### config.mk
export PLATFORM = sky130hd
export DESIGN_NAME = hexword_sender
export DESIGN_NICKNAME = d
export VERILOG_FILES = /design/src/rtl/hexword_sender_pkg.sv /design/src/rtl/hexword_sender_driverascii.sv /design/src/rtl/hexword_sender.sv
export SDC_FILE = /design/constraint.sdc
export NUM_CORES = 1
export LEC_CHECK = 0
export ABC_AREA = 1
export CAP_MARGIN = 20
export CORE_MARGIN = 8
export CORE_UTILIZATION = 48
export CTS_CLUSTER_DIAMETER = 60
export DETAILED_ROUTE_END_ITERATION = 12
export DONT_BUFFER_PORTS = 1
export GPL_TIMING_DRIVEN = 0
export HOLD_SLACK_MARGIN = 0.12
export PLACE_DENSITY = 0.65
export SETUP_SLACK_MARGIN = 0.05
export SYNTH_ARGS = -nofsm -noshare
export SYNTH_HDL_FRONTEND = slang
export SYNTH_HIERARCHICAL = 1
export SYNTH_SLANG_ARGS = --single-unit
### constraint.sdc
create_clock -name clk -period 1.4 [get_ports clk]
set_clock_uncertainty 0.1 [all_clocks]
set_input_delay 0.21 -clock clk [delete_from_list [all_inputs] [get_ports clk]]
set_output_delay 0.21 -clock clk [all_outputs]
set_load 0.005 [all_outputs]
### src/rtl/hexword_sender_pkg.sv
`default_nettype none
// ============================================================================
// Module      : hexword_sender_pkg
// Description : Shared FSM state type and ASCII constants for hexword_sender.
// Revision    : 1.0 - initial release
// ============================================================================
package hexword_sender_pkg;

    typedef enum logic [1:0] {
        ST_IDLE = 2'd0,
        ST_HEX  = 2'd1,
        ST_CR   = 2'd2,
        ST_LF   = 2'd3
    } state_t;

    localparam logic [7:0] c_cr         = 8'h0D;
    localparam logic [7:0] c_lf         = 8'h0A;
    localparam logic [7:0] c_digit_base = 8'h30;
    localparam logic [7:0] c_alpha_base = 8'h41;

endpackage
`default_nettype wire

### src/rtl/hexword_sender_driverascii.sv
`default_nettype none
// ============================================================================
// Module      : driverascii
// Description : Maps one nibble to its uppercase ASCII hex digit.
// Revision    : 1.0 - initial release
// ============================================================================
module driverascii
    import hexword_sender_pkg::*;
(
    input  logic [3:0] nibble,
    output logic [7:0] ascii
);

    always_comb begin
        if (nibble < 4'd10) begin
            ascii = c_digit_base + {4'h0, nibble};
        end else begin
            ascii = c_alpha_base + {4'h0, nibble} - 8'd10;
        end
    end

endmodule
`default_nettype wire

### src/rtl/hexword_sender.sv
`default_nettype none
// ============================================================================
// Module      : hexword_sender
// Description : Streams a word as ASCII hex digits (MSB first), optional CRLF.
// Revision    : 1.0 - initial release
// ============================================================================
module hexword_sender
    import hexword_sender_pkg::*;
#(
    parameter int NIBBLES = 4,
    parameter bit TERM_EN = 1'b1
) (
    input  logic                   clk,
    input  logic                   rst,
    input  logic [4*NIBBLES-1:0]   word_in,
    input  logic                   start,
    output logic                   busy,
    output logic [7:0]             char_out,
    output logic                   char_valid,
    input  logic                   char_ready,
    output logic                   done
);

    localparam int              CW           = $clog2(NIBBLES) + 1;
    localparam int              W            = 4 * NIBBLES;
    localparam logic [CW-1:0]   c_last_digit = CW'(NIBBLES - 1);

    state_t          r_state;
    state_t          w_state_next;
    logic [W-1:0]    r_shreg;
    logic [CW-1:0]   r_cnt;
    logic            r_done;
    logic [7:0]      w_ascii;
    logic            w_xfer;
    logic            w_accept;
    logic            w_last_digit;
    logic            w_final_xfer;

    assign w_xfer       = char_valid & char_ready;
    assign w_accept     = (r_state == ST_IDLE) & start;
    assign w_last_digit = (r_cnt == c_last_digit);
    // Final character is the last digit without a terminator, or LF with one.
    assign w_final_xfer = w_xfer & (((r_state == ST_HEX) & w_last_digit & ~TERM_EN)
                                    | (r_state == ST_LF));

    always_ff @(posedge clk) begin
        if (rst) begin
            r_state <= ST_IDLE;
        end else begin
            r_state <= w_state_next;
        end
    end

    always_comb begin
        w_state_next = r_state;
        case (r_state)
            ST_IDLE: if (start) w_state_next = ST_HEX;
            ST_HEX: begin
                if (w_xfer && w_last_digit) begin
                    w_state_next = TERM_EN ? ST_CR : ST_IDLE;
                end
            end
            ST_CR:   if (w_xfer) w_state_next = ST_LF;
            ST_LF:   if (w_xfer) w_state_next = ST_IDLE;
            default: w_state_next = ST_IDLE;
        endcase
    end

    always_comb begin
        char_valid = 1'b0;
        char_out   = 8'h00;
        case (r_state)
            ST_HEX: begin
                char_valid = 1'b1;
                char_out   = w_ascii;
            end
            ST_CR: begin
                char_valid = 1'b1;
                char_out   = c_cr;
            end
            ST_LF: begin
                char_valid = 1'b1;
                char_out   = c_lf;
            end
            default: begin
                char_valid = 1'b0;
                char_out   = 8'h00;
            end
        endcase
    end

    always_ff @(posedge clk) begin
        if (rst) begin
            r_shreg <= '0;
            r_cnt   <= '0;
            r_done  <= 1'b0;
        end else begin
            r_done <= w_final_xfer;
            if (w_accept) begin
                r_shreg <= word_in;
                r_cnt   <= '0;
            end else if ((r_state == ST_HEX) && w_xfer) begin
                r_shreg <= r_shreg << 4;
                r_cnt   <= r_cnt + 1'b1;
            end
        end
    end

    assign done = r_done;
    // busy covers the done cycle even though the FSM is already back in IDLE.
    assign busy = (r_state != ST_IDLE) | r_done;

    driverascii u_ascii (
        .nibble (r_shreg[W-1 -: 4]),
        .ascii  (w_ascii)
    );

endmodule
`default_nettype wire
==> results by stage <==
Finish:
- The count of nets after finishing is ~280.
- The share of layout cells above drive strength 1 is 52.2%.
- Summing all flip-flop and latch instances after layout gives 455 um^2.
- The most frequent standard cell in the layout excluding fill and tap cells is nand2_1.
- In the final layout, the multi-input gates occupy roughly 1100 um^2.
- The repair_antennas step left the layout with diodes totalling 0.
- In the layout the commonest cells are nand2_1 (41), nand2_2 (28), dlygate4sd3_1 (18).
- The count of filler cells inserted in the layout is 141.
- The area overhead of the layout relative to synthesis is 76.3%.

Timing:
- The final period demand of the worst path is between 1500 and 2000 ps.
- Across all setup checks in the final design, the least slack found is -363 ps.
- The share of the clock period used by the worst path is 126%.
- The hold violation count in the final report is 0.
- Setup repair after global routing could not meet its margin everywhere.
- Adding up every negative setup slack in the final design gives -3690 ps.
- The final setup violation count is 27.
- The final-report max-slew violation count is 0.
- The remaining max-slew budget at the tightest pin is 51.4%.
- The transition at the pin with the smallest max-transition slack is approximately 730 ps.
- The peak clock frequency supported by timing is 567 MHz.
- The worst-case hold slack is between 100 and 150 ps.

Die:
- For this configuration, the core starts out at a cell density of between 40% and 50%.
- The die outline height is 68.7 um.
- The die covers 4720 um^2.
- The floorplan step set the die width to approximately 69 um.
- In this run the count of I/O pins placed on the die edge is 31.
- The row count is 19.
- After floorplanning, the core was sized to cover 2690 um^2.

Logic synthesis:
- The number of distinct library cell variants in the gate-level netlist after synthesis is 28.
- The number of warnings issued by yosys is 6.
- Summing the sequential cell areas from Yosys gives 33.0% of the chip area.
- The library cell occupying the most area in the post-synthesis netlist is dfxtp_1.
- In this run, synthesis produced a sequential element count of 22.
- The average size of a mapped cell is 6.54 um^2.
- The total nets after synthesis is 232.
- The mapped cell area is 1330 um^2.
- The post-synthesis cell count is 204.
- Ranked by total cell area, the synthesized netlist is headed by dfxtp_1 (33%), nand2_1 (23%), ha_1 (7.5%), a21oi_1 (6.4%), inv_1 (5.9%).
- The area share of the leading cell type in the synthesized netlist is 33.0%.

Setup path:
- The arrival time of the worst setup path is 1450 ps.
- In this run the critical register-to-register path is launched from r_state[0].
- The critical path start-end classification is flip-flop to primary output.
- The slowest cell on the critical path is dfxtp_2.
- The startpoint type of the worst setup path is a flip-flop.
- The setup slack of the most critical reg-to-reg path is -190 ps.
- The number of cells on the worst reg-to-reg path is 9.
- The required time of the worst setup path is 1090 ps.
- The endpoint type of the worst setup path is a primary output.
- Along the worst path, the maximum fanout reaches 2.
- The worst register-to-register path ends at r_shreg[6].
- Traced cell by cell, the critical path runs through inv_2 > ha_4 > nand3b_1 > nand2_1 > nand2_2 > a21oi_4.
- The highest cell delay on the worst timing path is 370 ps.

Clocking:
- TritonCTS built the clock tree.
- In this run the deepest clock path goes through 2 buffers.
- The clock-pin transition on the worst setup and hold timing paths is 150 ps.
- The deepest level of the CTS H-tree is 1.
- The clock sink total is 22.
- In this run, CTS created clock tree buffers numbering 3.
- The master cell of the clock root buffer is clkbuf_4.
- Clock latency on the worst-skew pair, taken at its later pin, is 320 ps.

Route:
- The wire length after detailed routing is between 4000 and 5000 um.
- The via density per instance is 5.37.
- The DRC violations left is 0.
- The count of TritonRoute iterations in the first routing pass is 4.
- The remaining number of nets flagged by the antenna check after routing is 0.
- In the final routed layout, each cell accounts on average for around 18 um.
- The number of DRC violations after detailed-routing iteration 0 is just over 70.
- The total via count in the routed design is 1504.

Global routing:
- The first global-routing pass estimated 6110 um of wire.
- The number of global-route vias before repair is 1332.
- Entering global routing, the biggest net connects 14 pins.
- The initial antenna violation count is 0.
- Global routing consumed, over all layers together, 16.5% of the routing resources.
- The global route total overflow is 0.

Power and ir drop:
- The power consumption is between 0.004 and 0.005 W.
- The cell leakage power is about 1.0 nW.
- The power per standard cell area is 2050 nW/um^2.
- VDD sags by at most 2.36 mV.

Hold path:
- The path class of the tightest hold or removal check is input pin to flip-flop.
- The number of instances on the worst hold path is 4.
- The path with the worst hold slack has its endpoint at r_state[0].
- The startpoint of the lowest-slack hold path is char_ready.

Placed design:
- The wire-length estimate of the detail-placed layout is 2330 um.
- Routability-driven placement finished with a final weighted congestion of 0.787.
- The number of buffers added on ports is 0.

Job:
- Across the run, the number of max-cap violations was 0.

Status:
- The checks that failed: setup timing.
- The flow ran to the end, but the final reports show violations.
[cell families after synthesis]
logic type	Yosys count	share of synthesized area, %
other cells	1	0.281
simple gates	115	35.8
buf+inv	30	11.8
fa+ha+maj	8	7.50
flops	22	33.0
compound gates	28	11.5
[cell usage after synthesis]
cell type,n
inv_2,1
nor4_1,1
a211oi_1,1
nand2_2,3
dfxtp_1,22
inv_1,21
nand2_4,1
o21ai_1,1
nand3_2,1
a21oi_2,2
or2_2,1
conb_1,1
buf_2,1
nor2_2,1
nand2_1,81
inv_6,1
o21ai_2,1
o21ai_0,6
buf_12,1
nor2_1,16
a21oi_1,17
nand3_1,7
ha_1,8
nand3b_1,1
nand4_1,2
buf_4,2
buf_6,2
clkbuf_1,1
[area by class of cell]
| class | count | share of cell area (%) |
|---|---|---|
| multi-input combinational | 152 | 48.1 |
| timing repair buffer | 41 | 19.6 |
| sequential | 22 | 19.4 |
| inverter | 23 | 5.48 |
| buffer | 7 | 3.57 |
| tap | 31 | 1.65 |
| clock inverter | 1 | 1.28 |
| clock buffer | 3 | 0.958 |
[worst max-delay path by stage]
stage | startpoint | endpoint | slack, ps
detailed placement | r_state[1] | r_shreg[4] | -110
finish | r_shreg[13] | char_out[1] | -360
global route | r_shreg[13] | char_out[1] | -410
CTS | r_shreg[12] | char_out[1] | -300
floorplan | r_state[0] | r_shreg[5] | 40
global placement | r_state[0] | r_shreg[5] | -80
[through the flow]
stage                     cell area [um^2]  cells  util (%)  worst slack (ps)
final                                 2350    280      87.5              -363
after global routing                  2350    280      87.5              -414
after CTS                             2050    272      76.2              -303
after detailed placement              1420    235      53.0              -106
after global placement                1420    235      53.0             -79.6
after floorplan                       1390    204         -              41.5
[flip-flops by register name (all words and copies together), names as in the netlist]
name / flops
r_cnt: 3
r_shreg: 16
done: 1
r_state: 2
[power breakdown]
group / total [W] / leakage [nW] / internal [W] / switching (W)
combinational: 0.00335 / 0.815 / 0.00159 / 0.00177
sequential: 0.000967 / 0.183 / 0.000788 / 0.000179
clock: 0.000504 / 0.0279 / 0.000289 / 0.000215
total: 0.00483 / 1.03 / 0.00266 / 0.00216
[per-layer routing]
layer | vias up | track usage [%] | part of all wire (%)
met5 | - | 0 | 0
met4 | 0 | 4.01 | 1.4
met3 | 6 | 3.72 | 5.0
met2 | 46 | 28.9 | 55
met1 | 728 | 19.9 | 38
li1 | 724 | - | -
[what timing repair did]
action	in CTS	in global routing
setup endpoints to repair	30	30
gates cloned	3	1
pin swaps	23	31
setup buffers	12	7
gates resized for setup	76	65
hold endpoints to repair	22	0
hold buffers	18	0
[critical path: cells and delay by family (launching register included)]
family,cells,cell delay (ps)
compound gates,1,170
flops,1,370
buf+inv,1,50
fa+ha+maj,1,220
simple gates,3,310
(Power assumes the default switching activity.)
